==> src/rtl/flex_updown_counter.sv <==
// Up/down counter over 1..rollover_val with programmable width, wrap or saturate at the ends,
// synchronous clear/load, and status flags registered from the next-state value.
module flex_updown_counter #(
    parameter int NUM_CNT_BITS = 4,
    parameter bit SATURATE     = 1'b0
) (
    input  logic                    clk,
    input  logic                    n_rst,
    input  logic                    clear,
    input  logic                    count_enable,
    input  logic                    count_down,
    input  logic                    load,
    input  logic [NUM_CNT_BITS-1:0] load_val,
    input  logic [NUM_CNT_BITS-1:0] rollover_val,
    output logic [NUM_CNT_BITS-1:0] count_out,
    output logic                    rollover_flag,
    output logic                    bottom_flag,
    output logic                    wrap_pulse
);

    localparam logic [NUM_CNT_BITS-1:0] ONE  = {{(NUM_CNT_BITS-1){1'b0}}, 1'b1};
    localparam logic [NUM_CNT_BITS-1:0] ZERO = '0;

    logic [NUM_CNT_BITS-1:0] count_q, count_d;
    logic                    rollover_q, rollover_d;
    logic                    bottom_q, bottom_d;
    logic                    wrap_q, wrap_d;

    logic range_valid;
    logic at_top;
    logic at_bottom;

    assign range_valid = (rollover_val != ZERO);
    assign at_top      = (count_q >= rollover_val);
    assign at_bottom   = (count_q <= ONE);

    always_comb begin
        count_d = count_q;
        wrap_d  = 1'b0;
        if (clear) begin
            count_d = ZERO;
        end else if (load) begin
            count_d = load_val;
        end else if (count_enable && range_valid) begin
            // End-of-range checks come first, so +1/-1 below never overflow or underflow.
            if (!count_down) begin
                if (at_top) begin
                    if (SATURATE) begin
                        count_d = count_q;
                    end else begin
                        count_d = ONE;
                        wrap_d  = 1'b1;
                    end
                end else begin
                    count_d = count_q + ONE;
                end
            end else begin
                if (at_bottom) begin
                    if (SATURATE) begin
                        count_d = count_q;
                    end else begin
                        count_d = rollover_val;
                        wrap_d  = 1'b1;
                    end
                end else begin
                    count_d = count_q - ONE;
                end
            end
        end

        // Flags derive from the next count so they line up with count_out.
        rollover_d = (count_d == rollover_val) && range_valid;
        bottom_d   = (count_d == ONE);
    end

    always_ff @(posedge clk or negedge n_rst) begin
        if (!n_rst) begin
            count_q    <= ZERO;
            rollover_q <= 1'b0;
            bottom_q   <= 1'b0;
            wrap_q     <= 1'b0;
        end else begin
            count_q    <= count_d;
            rollover_q <= rollover_d;
            bottom_q   <= bottom_d;
            wrap_q     <= wrap_d;
        end
    end

    assign count_out     = count_q;
    assign rollover_flag = rollover_q;
    assign bottom_flag   = bottom_q;
    assign wrap_pulse    = wrap_q;

endmodule
==> config.mk <==
export PLATFORM = sky130hd
export DESIGN_NAME = flex_updown_counter
export DESIGN_NICKNAME = d
export VERILOG_FILES = /design/src/rtl/flex_updown_counter.sv
export SDC_FILE = /design/constraint.sdc
export NUM_CORES = 1
export LEC_CHECK = 0
export ABC_AREA = 1
export CORE_ASPECT_RATIO = 1.5
export CORE_MARGIN = 5
export CORE_UTILIZATION = 25
export DETAILED_ROUTE_END_ITERATION = 10
export PLACE_DENSITY = 0.55
export SLEW_MARGIN = 10
export SYNTH_ARGS = -nofsm -noshare
export SYNTH_HDL_FRONTEND = slang
export SYNTH_SLANG_ARGS = --single-unit
export TNS_END_PERCENT = 20
==> constraint.sdc <==
create_clock -name clk -period 3 [get_ports clk]
set_input_delay 0.75 -clock clk [delete_from_list [all_inputs] [get_ports clk]]
set_output_delay 0.75 -clock clk [all_outputs]
set_load 0.01 [all_outputs]
==> results_dict.tcl, run 1 <==
set metrics [dict create \
    cp-end-kind "register" \
    syn_area_per_cell_um2 5.98 \
    via_per_inst 4.55 \
    ctsLongestPathBuffers 2 \
    drt_pass1_iterations 4 \
    clockRootBuffer "clkbuf_8" \
    synth_top_area_cell "dfrtp_1" \
    wire_per_inst_um 11.1 \
    rrSetupSlack_ns 1.01 \
    yosys_warnings 0 \
    dp_slack_ns 0.227 \
    period_share 0.849 \
    die_area_mm2 0.00435 \
    drive_gt1_frac 0.0719 \
    rsz0062_at_grt "no" \
    fmax_ghz 0.393 \
    syn_inst 130 \
    r2r-start "count_out[0]$_DFF_PN0_" \
    core_area_mm2 0.00294 \
    fin_nets 175 \
    ctsHoldBuffers 0 \
    gp_congestion 0.892 \
    drtAntennaViolNets 0 \
    syn_nets 151 \
    finalSetupViolations 0 \
    die_h_um 78.3 \
    grt.total_usage 0.100 \
    layout_commonest_cell "nand2_1" \
    clkLatencyLatePin_ns 0.23 \
    cp_data_arrival_time_ns 2.70 \
    first_global_vias 823 \
    synth_area_leaders "dfrtp_1, nand2_1, nand3_1" \
    ir_drop_v 0.000349 \
    ys_types 16 \
    clock_skew_ns 0.00177 \
    power_w 0.000392 \
    drt-total-wl_mm 2.12 \
    crit_fanout 3 \
    route.detailed.drc 0 \
    worst_slack_ns 0.455 \
    htreeDepth 1 \
    io_buffers 20 \
    post_cts_resized 0 \
    hold_viol_final 0 \
    power_leakage_nw 0.574 \
    cts_buffers 3 \
    syn_to_final_growth_pct 36.4 \
    post_cts_buffers 0 \
    cts_tree "done" \
    antenna_found_initial 0 \
    place_area_mm2 0.00101 \
    final_cell_mix "nand2_1, inv_1, clkdlybuf4s50_1" \
    clk_pin_slew_worst_paths_ns 0.04 \
    synth-seq-cells 7 \
    fin_setup_tns_ns 0 \
    rr_worst_depth 15 \
    start_kind "input pin" \
    max-cap-violations 0 \
    start_util 0.264 \
    r2r-end "rollover_flag$_DFF_PN0_" \
    hold_path_class "in2async" \
    yosysSeqAreaShare 0.225 \
    grt_overflow 0 \
    netlist_area_um2 777 \
    vias 874 \
    power_density_mw_per_mm2 370 \
    final.fill_count 344 \
    dp_hpwl_mm 1.78 \
    fin_area_mm2 0.00106 \
    grt_max_degree 10 \
    period_minus_slack_ns 2.55 \
    path_class "in2reg" \
    io-pin-count 21 \
    diodes 0 \
    synth_top_cell_area_share 0.225 \
    required_ns 3.16 \
    max-slew-margin-rel 0.741 \
    status "finished clean" \
    slew_violations 0 \
    rows 24 \
    hold_ws_ns 0.775 \
    tightest_slew_ns 0.389 \
    die_w_um 55.5 \
    grt_pass1_wl_mm 3.51 \
    drtIter0Drc 21 \
    cts_sinks 7 \
]
registers in the layout, summed over array words and instances (netlist names):
register,flops
count_out,4
bottom_flag,1
rollover_flag,1
wrap_pulse,1
synthesized netlist by cell type:
cell type	number
a21oi_1	6
buf_6	1
dfrtp_1	7
ha_1	7
inv_1	22
inv_2	3
nand2_1	37
nand2_2	3
nand3_1	18
nand4_1	5
nor2_1	16
nor2_4	1
nor3_1	1
nor3_2	1
o21ai_0	1
xor2_1	1
critical path, cell delays in order:
cell	delay, ns
clkdlybuf4s50_1	0.50
inv_1	0.09
ha_1	0.32
a21oi_1	0.24
nand3_1	0.12
nand2_1	0.09
inv_1	0.05
nor2_1	0.08
nand2_1	0.06
nand2_1	0.07
nand2_1	0.08
nand2_1	0.07
nand3_1	0.06
nor2_1	0.12
how the worst max path moves through the flow:
stage	start	end	slack (ns)	cells after the start
floorplan	rollover_val[3]	rollover_flag$_DFF_PN0_	1.00	13
global placement	rollover_val[3]	rollover_flag$_DFF_PN0_	0.25	14
detailed placement	rollover_val[3]	rollover_flag$_DFF_PN0_	0.23	14
CTS	rollover_val[3]	rollover_flag$_DFF_PN0_	0.44	14
global route	rollover_val[3]	rollover_flag$_DFF_PN0_	0.27	14
finish	rollover_val[3]	rollover_flag$_DFF_PN0_	0.45	14
metal layers:
metal | track usage | wire length [µm] | vias to the layer above
li1 | - | - | 458
met1 | 0.108 | 868 | 380
met2 | 0.182 | 1100 | 29
met3 | 0.0164 | 99 | 7
met4 | 0.0560 | 59 | 0
met5 | 0 | 0 | -
stage by stage:
step | cells | util
floorplan | 130 | -
global placement | 188 | 0.345
detailed placement | 188 | 0.345
CTS | 192 | 0.360
global route | 192 | 0.360
finish | 192 | 0.360
area by class of cell:
cell class	instances	area, µm²	area share
well taps	39	48.8	0.0460
clock buffers	4	45.0	0.0425
flip-flops and latches	7	175	0.165
multi-input cells	97	497	0.469
repair buffers	20	200	0.189
inverters	25	93.8	0.0885
power breakdown:
group / switching, W / internal [W]
Combinational: 0.0000807 / 0.0000644
Sequential: 0.0000118 / 0.000101
Clock: 0.0000421 / 0.0000920
kinds of logic after synthesis:
kind of cell | Yosys count | share of synthesized area
AO/OA/AOI/OAI | 7 | 0.0451
XOR/XNOR | 1 | 0.0113
adder cells (fa/ha/maj) | 7 | 0.113
buffers and inverters | 26 | 0.135
flip-flops | 7 | 0.225
AND/OR/NAND/NOR | 82 | 0.470
Note: power is estimated with default switching activity, not from simulation.
==> run 2: changes to the inputs <==
--- a/config.mk
+++ b/config.mk
@@ -10,7 +10,7 @@
 export CORE_MARGIN = 5
 export CORE_UTILIZATION = 25
 export DETAILED_ROUTE_END_ITERATION = 10
-export PLACE_DENSITY = 0.55
+export PLACE_DENSITY = 0.57
 export SLEW_MARGIN = 10
 export SYNTH_ARGS = -nofsm -noshare
 export SYNTH_HDL_FRONTEND = slang
==> constraint.sdc (replaced) <==
create_clock -name clk -period 2.3 [get_ports clk]
set_input_delay 0.575 -clock clk [delete_from_list [all_inputs] [get_ports clk]]
set_output_delay 0.575 -clock clk [all_outputs]
set_load 0.01 [all_outputs]
==> run 2 against run 1 <==
Critical path type unchanged. Total power increased by 36%. Flip-flop and latch count is the same. Final area up 8.7%. Utilization increased by 3.1 points. Clock skew fell by 0.0016 ns. Critical path depth rose by 1.
==> results_dict.tcl, run 2 (synthesized netlist as in run 1, its figures left out) <==
set metrics [dict create \
    status "finished clean" \
    clkLatencyLatePin_ns 0.22 \
    clock_skew_ns 0.000132 \
    power.share.combinational 0.403 \
    drtAntennaViolNets 0 \
    r2r-end "rollover_flag$_DFF_PN0_" \
    slew_violations 0 \
    drive_gt1_frac 0.161 \
    die_h_um 78.3 \
    core_area_mm2 0.00294 \
    power_density_mw_per_mm2 462 \
    largest_reg_flops 4 \
    via_per_inst 4.65 \
    crit_fanout 3 \
    rrSetupSlack_ns 0.42 \
    grt_max_degree 10 \
    r2r-start "count_out[1]$_DFF_PN0_" \
    antenna_found_initial 0 \
    ctsLongestPathBuffers 2 \
    syn_to_final_growth_pct 48.3 \
    clk_pin_slew_worst_paths_ns 0.04 \
    fmax_ghz 0.473 \
    first_global_vias 954 \
    tightest_slew_ns 0.394 \
    drt_pass1_iterations 4 \
    clockRootBuffer "clkbuf_8" \
    hold_viol_final 0 \
    rr_worst_depth 15 \
    cp-end-kind "register" \
    die_w_um 55.5 \
    die_area_mm2 0.00435 \
    htreeDepth 1 \
    ctsHoldBuffers 0 \
    switching_share 0.349 \
    period_minus_slack_ns 2.12 \
    final_cell_mix "nand2_1, inv_1, nand3_1, clkdlybuf4s50_1, nor2_1" \
    ir_drop_v 0.000490 \
    gp_congestion 0.886 \
    start_kind "input pin" \
    drtIter0Drc 21 \
    route.detailed.drc 0 \
    required_ns 2.45 \
    vias 929 \
    cp_data_arrival_time_ns 2.27 \
    dp_hpwl_mm 2.01 \
    cts_buffers 3 \
    grt.total_usage 0.113 \
    io-pin-count 21 \
    fin_nets 183 \
    final.fill_count 341 \
    diodes 0 \
    crit_start "rollover_val[3]" \
    start_util 0.264 \
    cts_tree "done" \
    p_clk_frac 0.321 \
    power_leakage_nw 0.635 \
    hold_path_class "in2async" \
    drt-total-wl_mm 2.38 \
    wire_per_inst_um 11.9 \
    grt_pass1_wl_mm 4.05 \
    path_class "in2reg" \
    rows 24 \
    max-slew-margin-rel 0.737 \
    switching_power_w 0.000185 \
    dp.cells 196 \
    cts_sinks 7 \
    max-cap-violations 0 \
    hold_ws_ns 0.616 \
    io_buffers 20 \
    seq_power_share 0.275 \
    period_share 0.920 \
    internal_power_w 0.000347 \
    fin_cells 200 \
    layout_commonest_cell "nand2_1" \
    finalSetupViolations 0 \
    grt_overflow 0 \
]
==> run 2: changes by cell type in the layout (fill, tap and decap cells not counted) <==
cell and change:
buf_4 +8, nand2_1 -4, nand2_2 +4, clkdlybuf4s50_1 -2, dlymetal6s2s_1 +2, a21oi_1 -1, a21oi_2 +1, clkbuf_1 -1
clkinv_2 +1, ha_1 -1, ha_4 +1
==> run 2: worst max-delay path by stage <==
| stage | endpoint | slack, ns |
|---|---|---|
| after floorplan | rollover_flag$_DFF_PN0_ | 0.48 |
| after global placement | rollover_flag$_DFF_PN0_ | -0.12 |
| after detailed placement | rollover_flag$_DFF_PN0_ | -0.13 |
| after CTS | rollover_flag$_DFF_PN0_ | 0.09 |
| after global routing | rollover_flag$_DFF_PN0_ | -0.008 |
| final | rollover_flag$_DFF_PN0_ | 0.18 |
==> run 2: stage by stage <==
step                power, W  worst slack [ns]   util  setup TNS, ns  area (µm²)
floorplan           0.000267             0.475      -              0         777
finish              0.000532             0.184  0.392              0        1150
global route        0.000581          -0.00782  0.392       -0.00782        1150
global placement    0.000353            -0.117  0.365         -0.187        1070
CTS                 0.000529            0.0948  0.381              0        1120
detailed placement  0.000353            -0.130  0.365         -0.200        1070
==> run 2: layout make-up <==
type / count / area [µm²] / area share
repair buffers: 28 / 265 / 0.230
clock inverters: 1 / 5.00 / 0.00434
flip-flops and latches: 7 / 175 / 0.152
clock buffers: 3 / 41.3 / 0.0358
multi-input cells: 97 / 523 / 0.454
well taps: 39 / 48.8 / 0.0423
inverters: 25 / 93.8 / 0.0814
==> run 2: routing by layer <==
metal	GRT usage	routed length, µm	share of wire	vias to the layer above
met5	0	0	0	-
met4	0.0365	25	0.010	0
met3	0.0230	126	0.053	4
met2	0.239	1370	0.58	28
met1	0.103	860	0.36	422
li1	-	-	-	475
==> run 2: timing repair <==
action,CTS,global route
setup endpoints to repair,0,2
setup buffers,0,0
gates resized for setup,0,8
==> run 2: power groups by stage <==
stage | logic, W | registers [W] | clock network [W]
6_report | 0.000215 | 0.000147 | 0.000171
5_1_grt | 0.000243 | 0.000148 | 0.000190
4_1_cts | 0.000208 | 0.000146 | 0.000175
3_5_place_dp | 0.000206 | 0.000147 | 0
3_3_place_gp | 0.000205 | 0.000147 | 0
2_1_floorplan | 0.000120 | 0.000147 | 0
==> run 2: critical path: stages <==
cell,delay (ns)
clkdlybuf4s50_1,0.47
inv_1,0.08
ha_4,0.28
nand2_1,0.04
inv_1,0.09
nand2_2,0.07
nand3_1,0.08
nand2_1,0.06
nand3_1,0.09
nand2_1,0.07
nand2_1,0.08
nand2_1,0.06
nand2_1,0.06
nand3_1,0.06
nor2_1,0.10
